**src/rtl/coin_sense.sv**
```systemverilog
// Coin-sensor front end: per-channel synchroniser + debounce FSM, 1.0-first arbitration, busy reject.
// Optional feature macro: COIN_TALLY_EN adds saturating forwarded-coin tally outputs.

// State table for coin_chan:
//   state      | meaning
//   S_IDLE     | sensor settled low, waiting for a rising level
//   S_ARM      | sensor high, counting stable high cycles
//   S_HELD     | coin accepted, waiting for sensor to drop
//   S_WAIT_LOW | counting stable low cycles before re-arming (also the reset state)
module coin_chan #(
    parameter int DEB_CYCLES = 8
) (
    input  logic clk,
    input  logic rst,
    input  logic raw,
    output logic coin_event
);
    localparam int CNT_W = (DEB_CYCLES > 2) ? $clog2(DEB_CYCLES) : 1;
    localparam logic [CNT_W-1:0] CNT_LAST = CNT_W'(DEB_CYCLES - 1);

    localparam logic [1:0] S_IDLE     = 2'd0;
    localparam logic [1:0] S_ARM      = 2'd1;
    localparam logic [1:0] S_HELD     = 2'd2;
    localparam logic [1:0] S_WAIT_LOW = 2'd3;

    logic             sync_a;
    logic             sync_b;
    logic [CNT_W-1:0] cnt;
    logic [1:0]       state;

    always_ff @(posedge clk) begin
        if (rst) begin
            sync_a     <= 1'b0;
            sync_b     <= 1'b0;
            cnt        <= '0;
            state      <= S_WAIT_LOW;
            coin_event <= 1'b0;
        end else begin
            sync_a     <= raw;
            sync_b     <= sync_a;
            coin_event <= 1'b0;
            case (state)
                S_IDLE: begin
                    if (sync_b) begin
                        state <= S_ARM;
                        cnt   <= '0;
                    end
                end
                S_ARM: begin
                    if (!sync_b) begin
                        state <= S_IDLE;
                        cnt   <= '0;
                    end else if (cnt == CNT_LAST) begin
                        state      <= S_HELD;
                        coin_event <= 1'b1;
                    end else begin
                        cnt <= cnt + 1'b1;
                    end
                end
                S_HELD: begin
                    if (!sync_b) begin
                        state <= S_WAIT_LOW;
                        cnt   <= '0;
                    end
                end
                default: begin
                    // any high sample restarts the low-stability window
                    if (sync_b) begin
                        cnt <= '0;
                    end else if (cnt == CNT_LAST) begin
                        state <= S_IDLE;
                        cnt   <= '0;
                    end else begin
                        cnt <= cnt + 1'b1;
                    end
                end
            endcase
        end
    end
endmodule

module coin_sense #(
    parameter int DEB_CYCLES = 8,
    parameter int TALLY_W    = 8
) (
    input  logic       clk,
    input  logic       rst,
    input  logic       coin_half_raw,
    input  logic       coin_one_raw,
    input  logic       busy,
    output logic [1:0] coin_out,
    output logic       reject_out
`ifdef COIN_TALLY_EN
    ,
    output logic [TALLY_W-1:0] tally_half,
    output logic [TALLY_W-1:0] tally_one
`endif
);
    if (DEB_CYCLES < 2 || TALLY_W < 1) begin : g_param_check
        $error("coin_sense: DEB_CYCLES must be >= 2 and TALLY_W >= 1");
    end

    logic       ev_half;
    logic       ev_one;
    logic       pend_half;
    logic       pend_half_next;
    logic [1:0] issue;

    coin_chan #(.DEB_CYCLES(DEB_CYCLES)) u_chan_half (
        .clk        (clk),
        .rst        (rst),
        .raw        (coin_half_raw),
        .coin_event (ev_half)
    );

    coin_chan #(.DEB_CYCLES(DEB_CYCLES)) u_chan_one (
        .clk        (clk),
        .rst        (rst),
        .raw        (coin_one_raw),
        .coin_event (ev_one)
    );

    // 1.0 wins a collision; the 0.5 coin waits one cycle in pend_half
    always_comb begin
        issue          = 2'b00;
        pend_half_next = 1'b0;
        if (ev_one) begin
            issue          = 2'b10;
            pend_half_next = ev_half | pend_half;
        end else if (ev_half || pend_half) begin
            issue = 2'b01;
        end
    end

    always_ff @(posedge clk) begin
        if (rst) begin
            coin_out   <= 2'b00;
            reject_out <= 1'b0;
            pend_half  <= 1'b0;
        end else begin
            pend_half  <= pend_half_next;
            coin_out   <= busy ? 2'b00 : issue;
            reject_out <= busy & (|issue);
        end
    end

`ifdef COIN_TALLY_EN
    always_ff @(posedge clk) begin
        if (rst) begin
            tally_half <= '0;
            tally_one  <= '0;
        end else if (!busy) begin
            if (issue[0] && (tally_half != {TALLY_W{1'b1}})) begin
                tally_half <= tally_half + 1'b1;
            end
            if (issue[1] && (tally_one != {TALLY_W{1'b1}})) begin
                tally_one <= tally_one + 1'b1;
            end
        end
    end
`endif
endmodule
```
**config.mk**
```make
export PLATFORM = sky130hd
export DESIGN_NAME = coin_sense
export DESIGN_NICKNAME = d
export VERILOG_FILES = /design/src/rtl/coin_sense.sv
export SDC_FILE = /design/constraint.sdc
export NUM_CORES = 1
export LEC_CHECK = 0
export BUFFER_PORTS_ARGS = -buffer_cell sky130_fd_sc_hd__buf_2
export CAP_MARGIN = 20
export CORE_MARGIN = 1.5
export CORE_UTILIZATION = 50
export DETAILED_ROUTE_END_ITERATION = 16
export PLACE_DENSITY = 0.75
export SKIP_LAST_GASP = 1
export SLEW_MARGIN = 20
export SYNTH_ARGS = -nofsm -noshare
export SYNTH_HDL_FRONTEND = slang
export SYNTH_SLANG_ARGS = --single-unit
```
**constraint.sdc**
```tcl
create_clock -name clk -period 1.45 [get_ports clk]
set_input_delay 0.145 -clock clk [delete_from_list [all_inputs] [get_ports clk]]
set_output_delay 0.145 -clock clk [all_outputs]
set_load 0.02 [all_outputs]
```
==> flow_summary.toml <==
[floorplan]
fp.coreArea_um2 = 1577
core.rowCount = 14
initial_core_util = 0.5556
die_h_um = 44.86
die_area_um2 = 2012
dieWidth_um = 44.86
io_pins = 8

[clock_tree]
cts_tree = "built"
cts_buffer_depth = 2
root_buffer = "clkbuf_4"
clk_latency_ps = 300
h-tree-depth = 1
clk_pin_slew_ps = 110
cts_buffers = 3
cts.sinks = 20

[global_route]
grtUsageTotal = 0.1842
grt_pass1_vias = 563
grt_antenna_before_repair = 0
grt_max_degree = 13
grt_overflow = 0
grt_pass1_wl_um = 2573

[logic_synthesis]
synth_area_leaders = "dfxtp_1 (46%), ha_1 (7.1%), nor2b_1 (3.6%), nand2b_1 (2.9%), nand2_1 (2.6%)"
syn-num-nets = 99
async_reset_ff_frac = 0
synth-seq-area-share = 0.4571
synth.largest_area_cell = "dfxtp_1"
yosysWarnings = 0
synth_mux_area_frac = 0.02857
ys_ff_latch = 20
synth_flop_cell = "dfxtp_1"
synth.distinct_cells = 34
synth_top_family_by_area = "simple AND/OR/NAND/NOR gates"
syn_inst = 89
synth_edf_count = 0
yosysMostFrequentCell = "dfxtp_1"
synthTopCellsByCount = "dfxtp_1 (20), nand2_1 (6), ha_1 (5), nor2b_1 (5)"
synth.top_cell.area_share = 0.4571
synth_adder_area_share = 0.07143
syn_area_um2 = 875.8
synthXorXnorAreaFrac = 0.01000
syn_area_per_cell_um2 = 9.841
synth_simple_gate_area_frac = 0.2057
synth-compound-area-share = 0.1771

[final_layout]
multiInputGateArea_um2 = 483.0
nNetsFinal = 114
layout-drive-gt1-share = 0.2718
seq_area_um2 = 402.9
syn_to_final_growth_pct = 19.57
num_antenna_cells = 0
fillCellCount = 135
stdcell_count = 119

[flow_run]
drv_cap = 0

[critical_path]
end_kind = "flip-flop"
start_kind = "flip-flop"
timing.rr.end = "u_chan_half.cnt[0]"
r2r_slack_ps = -1
reg2reg_depth = 5
critPathRequiredTime_ps = 1650
crit_start = "u_chan_half.cnt[0]"
critPathKind = "reg2reg"
critPathMaxFanout = 3
cp_data_arrival_time_ps = 1650
worstReg2RegStart = "u_chan_half.cnt[0]"

[detailed_routing]
detail-route-antenna-nets = 0
met3_length_um = 51
firstDrtPassIters = 6
drt_iter0_markers = 10
routed.top_layer = "met4"
drc_errors = 0
vias = 682
wl_met2_um = 710
wl_met1_um = 775
viasPerCell = 5.731
wl_um = 1550
wl_per_cell_um = 13.03

[timing]
slew_headroom = 0.7511
finalSetupTns_ps = -1.012
final.setup_skew_ps = 8.607
fin_crit_sh = 1.001
rsz0062_at_grt = "true"
finalHoldViolCount = 0
setup_ws_ps = -1.012
worst_pin_slew_ps = 372.8
finalSetupViolations = 1
final_max_slew_viol_count = 0
whs_ps = 47.70
finalCriticalPeriod_ps = 1451
fmax_mhz = 689.2

[power]
p_int_mw = 0.7880
comb_power_share = 0.098
vdd.ir_drop.worst_mv = 0.6063
p_leak_nw = 0.4505
powerDensity_nw_per_um2 = 983.0
p_total_mw = 1.029
seq_power_share = 0.584
pwr-share-clk = 0.318
swShare = 0.2345
p_switching_mw = 0.2414

[worst_hold_path]
min_from = "coin_one_raw"
hold_depth = 2
hold_path.class = "in2reg"
holdPathEnd = "u_chan_one.sync_a"

[placement]
pre_cts_ws_ps = -64.74
dp_cells = 113
gp_congestion = 0.7640
dp_hpwl_um = 1043
numPortBuffers = 7

[status]
status = "complete, but fails checks"
violations = "negative setup slack"
## critical path, stage by stage, from the launching register on
cell and delay (ps):
dfxtp_2 360, ha_4 170, ha_4 160, and3_4 170, o221a_1 230, mux2_4 270
## area by class of cell
class,instances,area share
Timing Repair Buffer,14,0.08602
Multi-Input combinational cell,61,0.4612
Sequential cell,20,0.3847
Inverter,4,0.01434
Tap cell,16,0.01912
Clock buffer,4,0.03465
## power by group through the flow
stage,registers (mW),logic [mW],clock network [mW]
6_report,0.601,0.101,0.327
5_1_grt,0.605,0.114,0.376
4_1_cts,0.600,0.0925,0.337
3_5_place_dp,0.608,0.0873,0
3_3_place_gp,0.606,0.0845,0
2_1_floorplan,0.597,0.0710,0
## worst max path at each step
| stage | end | slack [ps] | cells after the start |
|---|---|---|---|
| 4_1_cts | u_chan_half.cnt[0] | 7 | 5 |
| 6_report | u_chan_half.cnt[0] | -1 | 5 |
| 2_1_floorplan | u_chan_half.cnt[0] | 9 | 5 |
| 3_5_place_dp | u_chan_half.cnt[0] | -60 | 5 |
| 5_1_grt | u_chan_half.cnt[0] | -40 | 5 |
| 3_3_place_gp | u_chan_half.cnt[0] | -6 | 5 |
## stage by stage
stage	utilization	area, µm²
global placement	0.5992	944.7
global route	0.6643	1047
finish	0.6643	1047
CTS	0.6444	1016
floorplan	-	880.8
detailed placement	0.5992	944.7
## cell usage in the layout (no fill, tap or decap), drive strengths merged, types with 2 or more instances in the layout
master   instances
a21oi            5
a32o             2
and3             2
buf             13
clkbuf           4
dfxtp           20
ha               5
inv              3
nand2            6
nand2b           4
nand3            2
nor2             3
nor2b            5
nor3             3
nor3b            2
nor4             2
o21ai            5
o2bb2ai          2
or3b             2
## repair_timing
| item | in CTS | in global routing |
|---|---|---|
| pin swaps | 4 | 3 |
| endpoints found under the hold margin | 0 | 2 |
| hold buffers | 0 | 1 |
| endpoints found under the setup margin | 2 | 3 |
| buffers inserted | 1 | 0 |
| resized for setup | 5 | 5 |
## per-layer routing
metal,up-vias,track usage
li1,350,-
met1,316,0.2550
met2,14,0.2493
met3,2,0.06000
met4,0,0.1059
met5,-,0
## registers in the layout, summed over array words and instances (netlist names)
signal,cells
u_chan_half.state,2
u_chan_one.state,2
u_chan_one.cnt,3
u_chan_half.sync_b,1
u_chan_half.sync_a,1
u_chan_half.coin_event,1
pend_half,1
u_chan_one.sync_a,1
u_chan_one.coin_event,1
reject_out,1
u_chan_one.sync_b,1
coin_out,2
u_chan_half.cnt,3
## cells by family after synthesis
group | Yosys count
adders and majority gates | 5
xor gates and xnor gates | 1
buffers and inverters | 8
AOI/OAI and AO/OA | 21
DFF | 20
muxes | 2
and+or+nand+nor | 32
(Power assumes the default switching activity.)
